==> src/rtl/mc_ctrl_pkg.sv <==
// Shared encodings for the multi-cycle MIPS-subset control FSM: states, opcodes,
// funct codes, ALU ops and datapath mux selects.
package mc_ctrl_pkg;

  typedef enum logic [3:0] {
    S_IF    = 4'd0,
    S_ID    = 4'd1,
    S_MADDR = 4'd2,
    S_MRD   = 4'd3,
    S_MWB   = 4'd4,
    S_MWR   = 4'd5,
    S_REX   = 4'd6,
    S_RWB   = 4'd7,
    S_BR    = 4'd8,
    S_J     = 4'd9,
    S_IEX   = 4'd10,
    S_IWB   = 4'd11,
    S_JR    = 4'd12
  } state_t;

  localparam logic [5:0] OP_RTYPE = 6'h00;
  localparam logic [5:0] OP_J     = 6'h02;
  localparam logic [5:0] OP_JAL   = 6'h03;
  localparam logic [5:0] OP_BEQ   = 6'h04;
  localparam logic [5:0] OP_BNE   = 6'h05;
  localparam logic [5:0] OP_ADDI  = 6'h08;
  localparam logic [5:0] OP_SLTI  = 6'h0a;
  localparam logic [5:0] OP_ANDI  = 6'h0c;
  localparam logic [5:0] OP_ORI   = 6'h0d;
  localparam logic [5:0] OP_XORI  = 6'h0e;
  localparam logic [5:0] OP_LUI   = 6'h0f;
  localparam logic [5:0] OP_LW    = 6'h23;
  localparam logic [5:0] OP_SW    = 6'h2b;

  localparam logic [5:0] F_SLL = 6'h00;
  localparam logic [5:0] F_SRL = 6'h02;
  localparam logic [5:0] F_JR  = 6'h08;
  localparam logic [5:0] F_ADD = 6'h20;
  localparam logic [5:0] F_SUB = 6'h22;
  localparam logic [5:0] F_AND = 6'h24;
  localparam logic [5:0] F_OR  = 6'h25;
  localparam logic [5:0] F_XOR = 6'h26;
  localparam logic [5:0] F_SLT = 6'h2a;

  localparam logic [2:0] ALU_AND   = 3'b000;
  localparam logic [2:0] ALU_OR    = 3'b001;
  localparam logic [2:0] ALU_ADD   = 3'b010;
  localparam logic [2:0] ALU_XOR   = 3'b011;
  localparam logic [2:0] ALU_SHIFT = 3'b101;
  localparam logic [2:0] ALU_SUB   = 3'b110;
  localparam logic [2:0] ALU_SLT   = 3'b111;

  localparam logic [1:0] MTR_ALUOUT = 2'b00;
  localparam logic [1:0] MTR_MDR    = 2'b01;
  localparam logic [1:0] MTR_PC     = 2'b10;

  localparam logic [1:0] RD_RT = 2'b00;
  localparam logic [1:0] RD_RD = 2'b01;
  localparam logic [1:0] RD_RA = 2'b10;

  localparam logic [1:0] SRCA_PC    = 2'b00;
  localparam logic [1:0] SRCA_A     = 2'b01;
  localparam logic [1:0] SRCA_SHAMT = 2'b10;

  localparam logic [1:0] SRCB_B      = 2'b00;
  localparam logic [1:0] SRCB_FOUR   = 2'b01;
  localparam logic [1:0] SRCB_IMM    = 2'b10;
  localparam logic [1:0] SRCB_IMM_SH = 2'b11;

  localparam logic [1:0] PCS_ALU    = 2'b00;
  localparam logic [1:0] PCS_ALUOUT = 2'b01;
  localparam logic [1:0] PCS_JUMP   = 2'b10;
  localparam logic [1:0] PCS_REG    = 2'b11;

endpackage

==> src/rtl/mc_ctrl_decode.sv <==
// Combinational next-state logic and R/I-type ALU-op decode for the multi-cycle
// controller. mem_done gates leaving the memory states (tied high without waits).
module mc_ctrl_decode
  import mc_ctrl_pkg::*;
(
  input  state_t     state,
  input  logic [5:0] opcode,
  input  logic [5:0] funct,
  input  logic       mem_done,
  output state_t     next_state,
  output logic       bad_instr,
  output logic [2:0] r_alu_op,
  output logic [2:0] i_alu_op,
  output logic       shift_op,
  output logic       zero_ext,
  output logic       lui_op
);

  logic r_ok;
  logic i_ok;

  // NOTE: every output of a combinational block gets a default first, so no path
  // through the case statements can leave a value held and infer a latch.
  always_comb begin
    r_alu_op = ALU_ADD;
    shift_op = 1'b0;
    r_ok     = 1'b1;
    case (funct)
      F_ADD:        r_alu_op = ALU_ADD;
      F_SUB:        r_alu_op = ALU_SUB;
      F_AND:        r_alu_op = ALU_AND;
      F_OR:         r_alu_op = ALU_OR;
      F_XOR:        r_alu_op = ALU_XOR;
      F_SLT:        r_alu_op = ALU_SLT;
      F_SLL, F_SRL: begin
        r_alu_op = ALU_SHIFT;
        shift_op = 1'b1;
      end
      F_JR:         r_alu_op = ALU_ADD;
      default:      r_ok = 1'b0;
    endcase
  end

  always_comb begin
    i_alu_op = ALU_ADD;
    zero_ext = 1'b0;
    lui_op   = 1'b0;
    i_ok     = 1'b1;
    case (opcode)
      OP_ADDI: i_alu_op = ALU_ADD;
      OP_SLTI: i_alu_op = ALU_SLT;
      OP_ANDI: begin i_alu_op = ALU_AND; zero_ext = 1'b1; end
      OP_ORI:  begin i_alu_op = ALU_OR;  zero_ext = 1'b1; end
      OP_XORI: begin i_alu_op = ALU_XOR; zero_ext = 1'b1; end
      OP_LUI:  begin i_alu_op = ALU_ADD; lui_op = 1'b1; end
      default: i_ok = 1'b0;
    endcase
  end

  always_comb begin
    next_state = S_IF;
    bad_instr  = 1'b0;
    case (state)
      S_ID: begin
        case (opcode)
          OP_RTYPE: begin
            if (!r_ok)              bad_instr  = 1'b1;
            else if (funct == F_JR) next_state = S_JR;
            else                    next_state = S_REX;
          end
          OP_LW, OP_SW:   next_state = S_MADDR;
          OP_BEQ, OP_BNE: next_state = S_BR;
          OP_J, OP_JAL:   next_state = S_J;
          default: begin
            if (i_ok) next_state = S_IEX;
            else      bad_instr  = 1'b1;
          end
        endcase
      end
      S_MADDR: next_state = (opcode == OP_LW) ? S_MRD : S_MWR;
      S_MRD:   next_state = mem_done ? S_MWB : S_MRD;
      S_MWR:   next_state = mem_done ? S_IF : S_MWR;
      S_REX:   next_state = S_RWB;
      S_IEX:   next_state = S_IWB;
      S_MWB, S_RWB, S_BR, S_J, S_IWB, S_JR: next_state = S_IF;
      // S_IF and the unused codes 13-15 all behave as fetch.
      default: next_state = mem_done ? S_ID : S_IF;
    endcase
  end

endmodule

==> src/rtl/multi_cycle_control.sv <==
// Moore control FSM for the shared-memory, shared-ALU multi-cycle datapath.
// Define MC_CTRL_MEM_WAIT_EN to make fetch/load/store wait on mem_ready with a timeout.
module multi_cycle_control
  import mc_ctrl_pkg::*;
#(
  parameter int WAIT_MAX = 15
) (
  input  logic       clk,
  input  logic       rst_n,
  input  logic [5:0] opcode,
  input  logic [5:0] funct,
  input  logic       mem_ready,
  output logic       pc_write,
  output logic       pc_write_cond,
  output logic       bne,
  output logic       iord,
  output logic       mem_read,
  output logic       mem_write,
  output logic       ir_write,
  output logic [1:0] mem_to_reg,
  output logic [1:0] reg_dst,
  output logic       reg_write,
  output logic [1:0] alu_src_a,
  output logic [1:0] alu_src_b,
  output logic [2:0] alu_op,
  output logic       imm_zero_ext,
  output logic       lui,
  output logic [1:0] pc_source,
  output logic       illegal,
  output logic [3:0] state
);

  state_t     cur_state, next_state;
  logic       mem_done, timeout, bad_instr;
  logic       shift_op, zero_ext, lui_op;
  logic [2:0] r_alu_op, i_alu_op;

  mc_ctrl_decode u_decode (
    .state      (cur_state),
    .opcode     (opcode),
    .funct      (funct),
    .mem_done   (mem_done),
    .next_state (next_state),
    .bad_instr  (bad_instr),
    .r_alu_op   (r_alu_op),
    .i_alu_op   (i_alu_op),
    .shift_op   (shift_op),
    .zero_ext   (zero_ext),
    .lui_op     (lui_op)
  );

`ifdef MC_CTRL_MEM_WAIT_EN
  localparam logic [3:0] WAIT_LAST = 4'(WAIT_MAX - 1);

  logic [3:0] wait_cnt;
  logic       mem_state;

  assign mem_state = (cur_state == S_IF) || (cur_state == S_MRD) || (cur_state == S_MWR);
  assign mem_done  = mem_ready;
  assign timeout   = mem_state && !mem_ready && (wait_cnt == WAIT_LAST);

  // Counts cycles spent in the current memory state; any state change restarts it.
  always_ff @(posedge clk or negedge rst_n) begin
    if (!rst_n)                                   wait_cnt <= '0;
    else if (timeout || next_state != cur_state) wait_cnt <= '0;
    else if (mem_state)                           wait_cnt <= wait_cnt + 4'd1;
  end
`else
  logic unused_mem;

  assign mem_done   = 1'b1;
  assign timeout    = 1'b0;
  assign unused_mem = mem_ready & (WAIT_MAX != 0);
`endif

  // NOTE: sequential state uses non-blocking assignments so every register in the
  // design updates from the same pre-edge values.
  always_ff @(posedge clk or negedge rst_n) begin
    if (!rst_n)       cur_state <= S_IF;
    else if (timeout) cur_state <= S_IF;
    else              cur_state <= next_state;
  end

  // Outputs decode the state register only (plus IR fields), so reset takes effect
  // on every strobe immediately and an abandoned instruction cannot write anything.
  always_comb begin
    pc_write      = 1'b0;
    pc_write_cond = 1'b0;
    bne           = 1'b0;
    iord          = 1'b0;
    mem_read      = 1'b0;
    mem_write     = 1'b0;
    ir_write      = 1'b0;
    mem_to_reg    = MTR_ALUOUT;
    reg_dst       = RD_RT;
    reg_write     = 1'b0;
    alu_src_a     = SRCA_PC;
    alu_src_b     = SRCB_B;
    alu_op        = ALU_AND;
    imm_zero_ext  = 1'b0;
    lui           = 1'b0;
    pc_source     = PCS_ALU;
    case (cur_state)
      S_ID: begin
        alu_src_b = SRCB_IMM_SH;
        alu_op    = ALU_ADD;
      end
      S_MADDR: begin
        alu_src_a = SRCA_A;
        alu_src_b = SRCB_IMM;
        alu_op    = ALU_ADD;
      end
      S_MRD: begin
        mem_read = 1'b1;
        iord     = 1'b1;
      end
      S_MWB: begin
        reg_write  = 1'b1;
        mem_to_reg = MTR_MDR;
      end
      S_MWR: begin
        mem_write = 1'b1;
        iord      = 1'b1;
      end
      S_REX: begin
        alu_src_a = shift_op ? SRCA_SHAMT : SRCA_A;
        alu_op    = r_alu_op;
      end
      S_RWB: begin
        reg_write = 1'b1;
        reg_dst   = RD_RD;
      end
      S_BR: begin
        alu_src_a     = SRCA_A;
        alu_op        = ALU_SUB;
        pc_write_cond = 1'b1;
        pc_source     = PCS_ALUOUT;
        bne           = (opcode == OP_BNE);
      end
      S_J: begin
        pc_write  = 1'b1;
        pc_source = PCS_JUMP;
        if (opcode == OP_JAL) begin
          reg_write  = 1'b1;
          reg_dst    = RD_RA;
          mem_to_reg = MTR_PC;
        end
      end
      S_IEX, S_IWB: begin
        alu_op       = i_alu_op;
        imm_zero_ext = zero_ext;
        lui          = lui_op;
        if (cur_state == S_IEX) begin
          alu_src_a = SRCA_A;
          alu_src_b = SRCB_IMM;
        end else begin
          reg_write = 1'b1;
        end
      end
      S_JR: begin
        alu_src_a = SRCA_A;
        pc_write  = 1'b1;
        pc_source = PCS_REG;
      end
      default: begin
        mem_read  = 1'b1;
        ir_write  = mem_done;
        pc_write  = mem_done;
        alu_src_b = SRCB_FOUR;
        alu_op    = ALU_ADD;
      end
    endcase
    illegal = bad_instr | timeout;
  end

  assign state = cur_state;

endmodule

==> config.mk <==
export PLATFORM = sky130hd
export DESIGN_NAME = multi_cycle_control
export DESIGN_NICKNAME = d
export VERILOG_FILES = /design/src/rtl/mc_ctrl_pkg.sv /design/src/rtl/mc_ctrl_decode.sv /design/src/rtl/multi_cycle_control.sv
export SDC_FILE = /design/constraint.sdc
export NUM_CORES = 1
export LEC_CHECK = 0
export ABC_CLOCK_PERIOD_IN_PS = 2600
export CAP_MARGIN = 20
export CELL_PAD_IN_SITES_DETAIL_PLACEMENT = 1
export CELL_PAD_IN_SITES_GLOBAL_PLACEMENT = 1
export CORE_ASPECT_RATIO = 1.2
export CORE_MARGIN = 4
export CORE_UTILIZATION = 31
export DETAILED_ROUTE_END_ITERATION = 8
export HOLD_SLACK_MARGIN = 0.12
export PLACE_DENSITY_LB_ADDON = 0.1
export SYNTH_ARGS = -nofsm -noshare
export SYNTH_HDL_FRONTEND = slang
export SYNTH_HIERARCHICAL = 1
export SYNTH_SLANG_ARGS = --single-unit
==> constraint.sdc <==
create_clock -name clk -period 2.6 [get_ports clk]
set_input_delay 0.39 -clock clk [delete_from_list [all_inputs] [get_ports clk]]
set_output_delay 0.39 -clock clk [all_outputs]
set_load 0.05 [all_outputs]
==> impl_metrics.json <==
{
  "drc": 0,
  "grt_pass1_wl_mm": 6.210,
  "initial_utilization_pct": 32.75,
  "critPathRequiredTime_ps": 2210,
  "r2r.worst_path.cells": 3,
  "clk_latency_ps": 230,
  "regToRegEndpoint": "state[2]",
  "gp_congestion": 0.8103,
  "finalPower_w": 0.001786,
  "crit_path_start": "funct[2]",
  "yosysUniqueCellTypes": 54,
  "syn-instance-count": 157,
  "hold_viol_final": 0,
  "largest_reg_flops": 4,
  "r2r-start": "state[3]",
  "crit_arrival_ps": 2070,
  "yosys-top-cells-count": "20 x nor2_1, 14 x a21oi_1, 10 x nand2_1, 10 x o21ai_0, 9 x inv_1",
  "antenna_found_initial": 0,
  "clock-root-buffer": "clkbuf_4",
  "ys_seq_elements": 4,
  "h-tree-depth": 1,
  "fmax_mhz": 405.8,
  "max-vdd-ir-drop_mv": 1.180,
  "stdcell_count": 240,
  "wl_per_cell_um": 15.85,
  "powerDensity_nw_per_um2": 1110,
  "vias": 1363,
  "cts_buffers": 3,
  "yosysSeqAreaShare_pct": 9.913,
  "end_kind": "primary output",
  "finalClockSkew_ps": 1.245,
  "io-pin-count": 43,
  "netlist_area_um2": 1010,
  "ys.flop_type": "dfrtp_1",
  "io_buffers": 41,
  "yosys.area.top_type": "dfrtp_1",
  "overflow": 0,
  "cts_tree": "built",
  "dp_cells": 237,
  "drv_cap": 0,
  "synth.top_cell.area_share_pct": 9.913,
  "drtAntennaViolNets": 0,
  "crit_type": "input pin to primary output",
  "coreArea_um2": 3083,
  "dieArea_um2": 4238,
  "fin_crit_ps": 2464,
  "grt_max_degree": 24,
  "yosysMostFrequentCell": "nor2_1",
  "critPathLaunchType": "input pin",
  "rows": 22,
  "drive_above_1_share_pct": 24.51,
  "place_area_um2": 1580,
  "synth_area_leaders": "dfrtp_1 9.9%, nor2_1 7.4%, a21oi_1 6.9%, o21ai_0 5.0%, buf_6 4.5%",
  "setup_viol": 0,
  "nets": 221,
  "design_area_um2": 1609,
  "finalMaxSlewViolations": 0,
  "cp_max_fo": 7,
  "drt_iter0_markers": 42,
  "tns_ps": 0,
  "grt_pass1_vias": 1376,
  "rsz0062_at_grt": "no",
  "die_w_um": 60.10,
  "yosys_warnings": 6,
  "drt-total-wl_mm": 3.803,
  "relSlewSlack_pct": 54.81,
  "cts_sinks": 4,
  "area_delta_synth_final_pct": 59.36,
  "dpl_worst_slack_ps": 27.88,
  "setup_ws_ps": 135.7,
  "synthArstFlopShare_pct": 100.0,
  "worstMarginPinSlew_ps": 677.9,
  "synth_edf_count": 0,
  "path_clk_slew_ps": 40,
  "min_period_over_period_pct": 94.78,
  "diodes": 0,
  "grt_usage_pct": 18.18,
  "min_path_type": "input pin to async pin",
  "status": "finished, final reports clean",
  "regToRegSetupSlack_ps": 540,
  "first_pass_iters": 4,
  "hpwl_mm": 3.051,
  "p_leak_nw": 0.6704,
  "avgSynthCellArea_um2": 6.431,
  "cts_max_path_buffers": 2,
  "die_h_um": 70.52,
  "vias_per_cell": 5.679
}
## cell usage in the layout, fill, tap and decap left out, types with 2 or more instances in the layout
cell type and n:
a21oi_1 13, and2b_1 2, and3_1 4, buf_12 12
buf_4 24, clkbuf_4 3, clkdlybuf4s50_1 16, conb_1 5
dfrtp_1 4, inv_1 9, nand2_1 10, nand2_2 2
nand2b_1 4, nand3_1 3, nand4_1 2, nor2_1 20
nor2b_1 2, nor3_1 7, nor3b_1 2, o21a_1 2
o21ai_0 9, o21ai_1 7, o221ai_1 2, o31a_1 2
or3_1 4, or4b_1 2, xnor2_1 2
## worst max-delay path, cell delays in order
cell	delay, ps
clkdlybuf4s50_1	520
or3_1	380
o21a_1	120
o22a_1	210
o21ai_1	190
a21oi_2	110
buf_12	150
## stage by stage
step	hold WS (ps)	util, %
global route	365.5	52.19
floorplan	94.41	-
CTS	353.5	51.99
global placement	593.9	51.26
detailed placement	603.6	51.26
finish	355.8	52.19
## layer usage
metal	routed length, um	share of wire (%)	up-vias	GRT usage, %
li1	-	-	659	-
met1	1611	42	657	22.76
met2	1996	52	43	32.45
met3	162	4.3	4	1.479
met4	32	0.84	0	4.433
met5	0	0	-	0
## kinds of logic after synthesis
kind of cell,after synthesis,synth area share (%)
AOI/OAI and AO/OA,50,31.85
xor gates and xnor gates,3,2.603
buffers and inverters,23,12.89
DFF,4,9.914
other,1,0.3714
and+or+nand+nor,76,42.38
## repair_timing
item / 4_1_cts / 5_1_grt
setup endpoints to repair: 0 / 2
setup buffers: 0 / 0
hold buffers: 0 / 0
gates resized for setup: 0 / 3
## report_power, final
group          switching (W)  internal, W
registers           0.000111    0.0000860
logic               0.000974     0.000538
clock network      0.0000254    0.0000516
## worst max-delay path by stage
stage	to	slack [ps]
global placement	illegal	130
detailed placement	illegal	30
CTS	illegal	10
global route	alu_op[1]	30
finish	illegal	140
floorplan	illegal	9
## layout make-up
| class | instances | area, um2 |
|---|---|---|
| Multi-Input combinational cell | 134 | 810.8 |
| Tap cell | 36 | 45.04 |
| Clock buffer | 3 | 22.52 |
| Fill cell | 406 | 1474 |
| Inverter | 10 | 37.54 |
| Timing Repair Buffer | 53 | 593.1 |
| Sequential cell | 4 | 100.1 |
No activity file was read; power rests on OpenSTA's default activity.
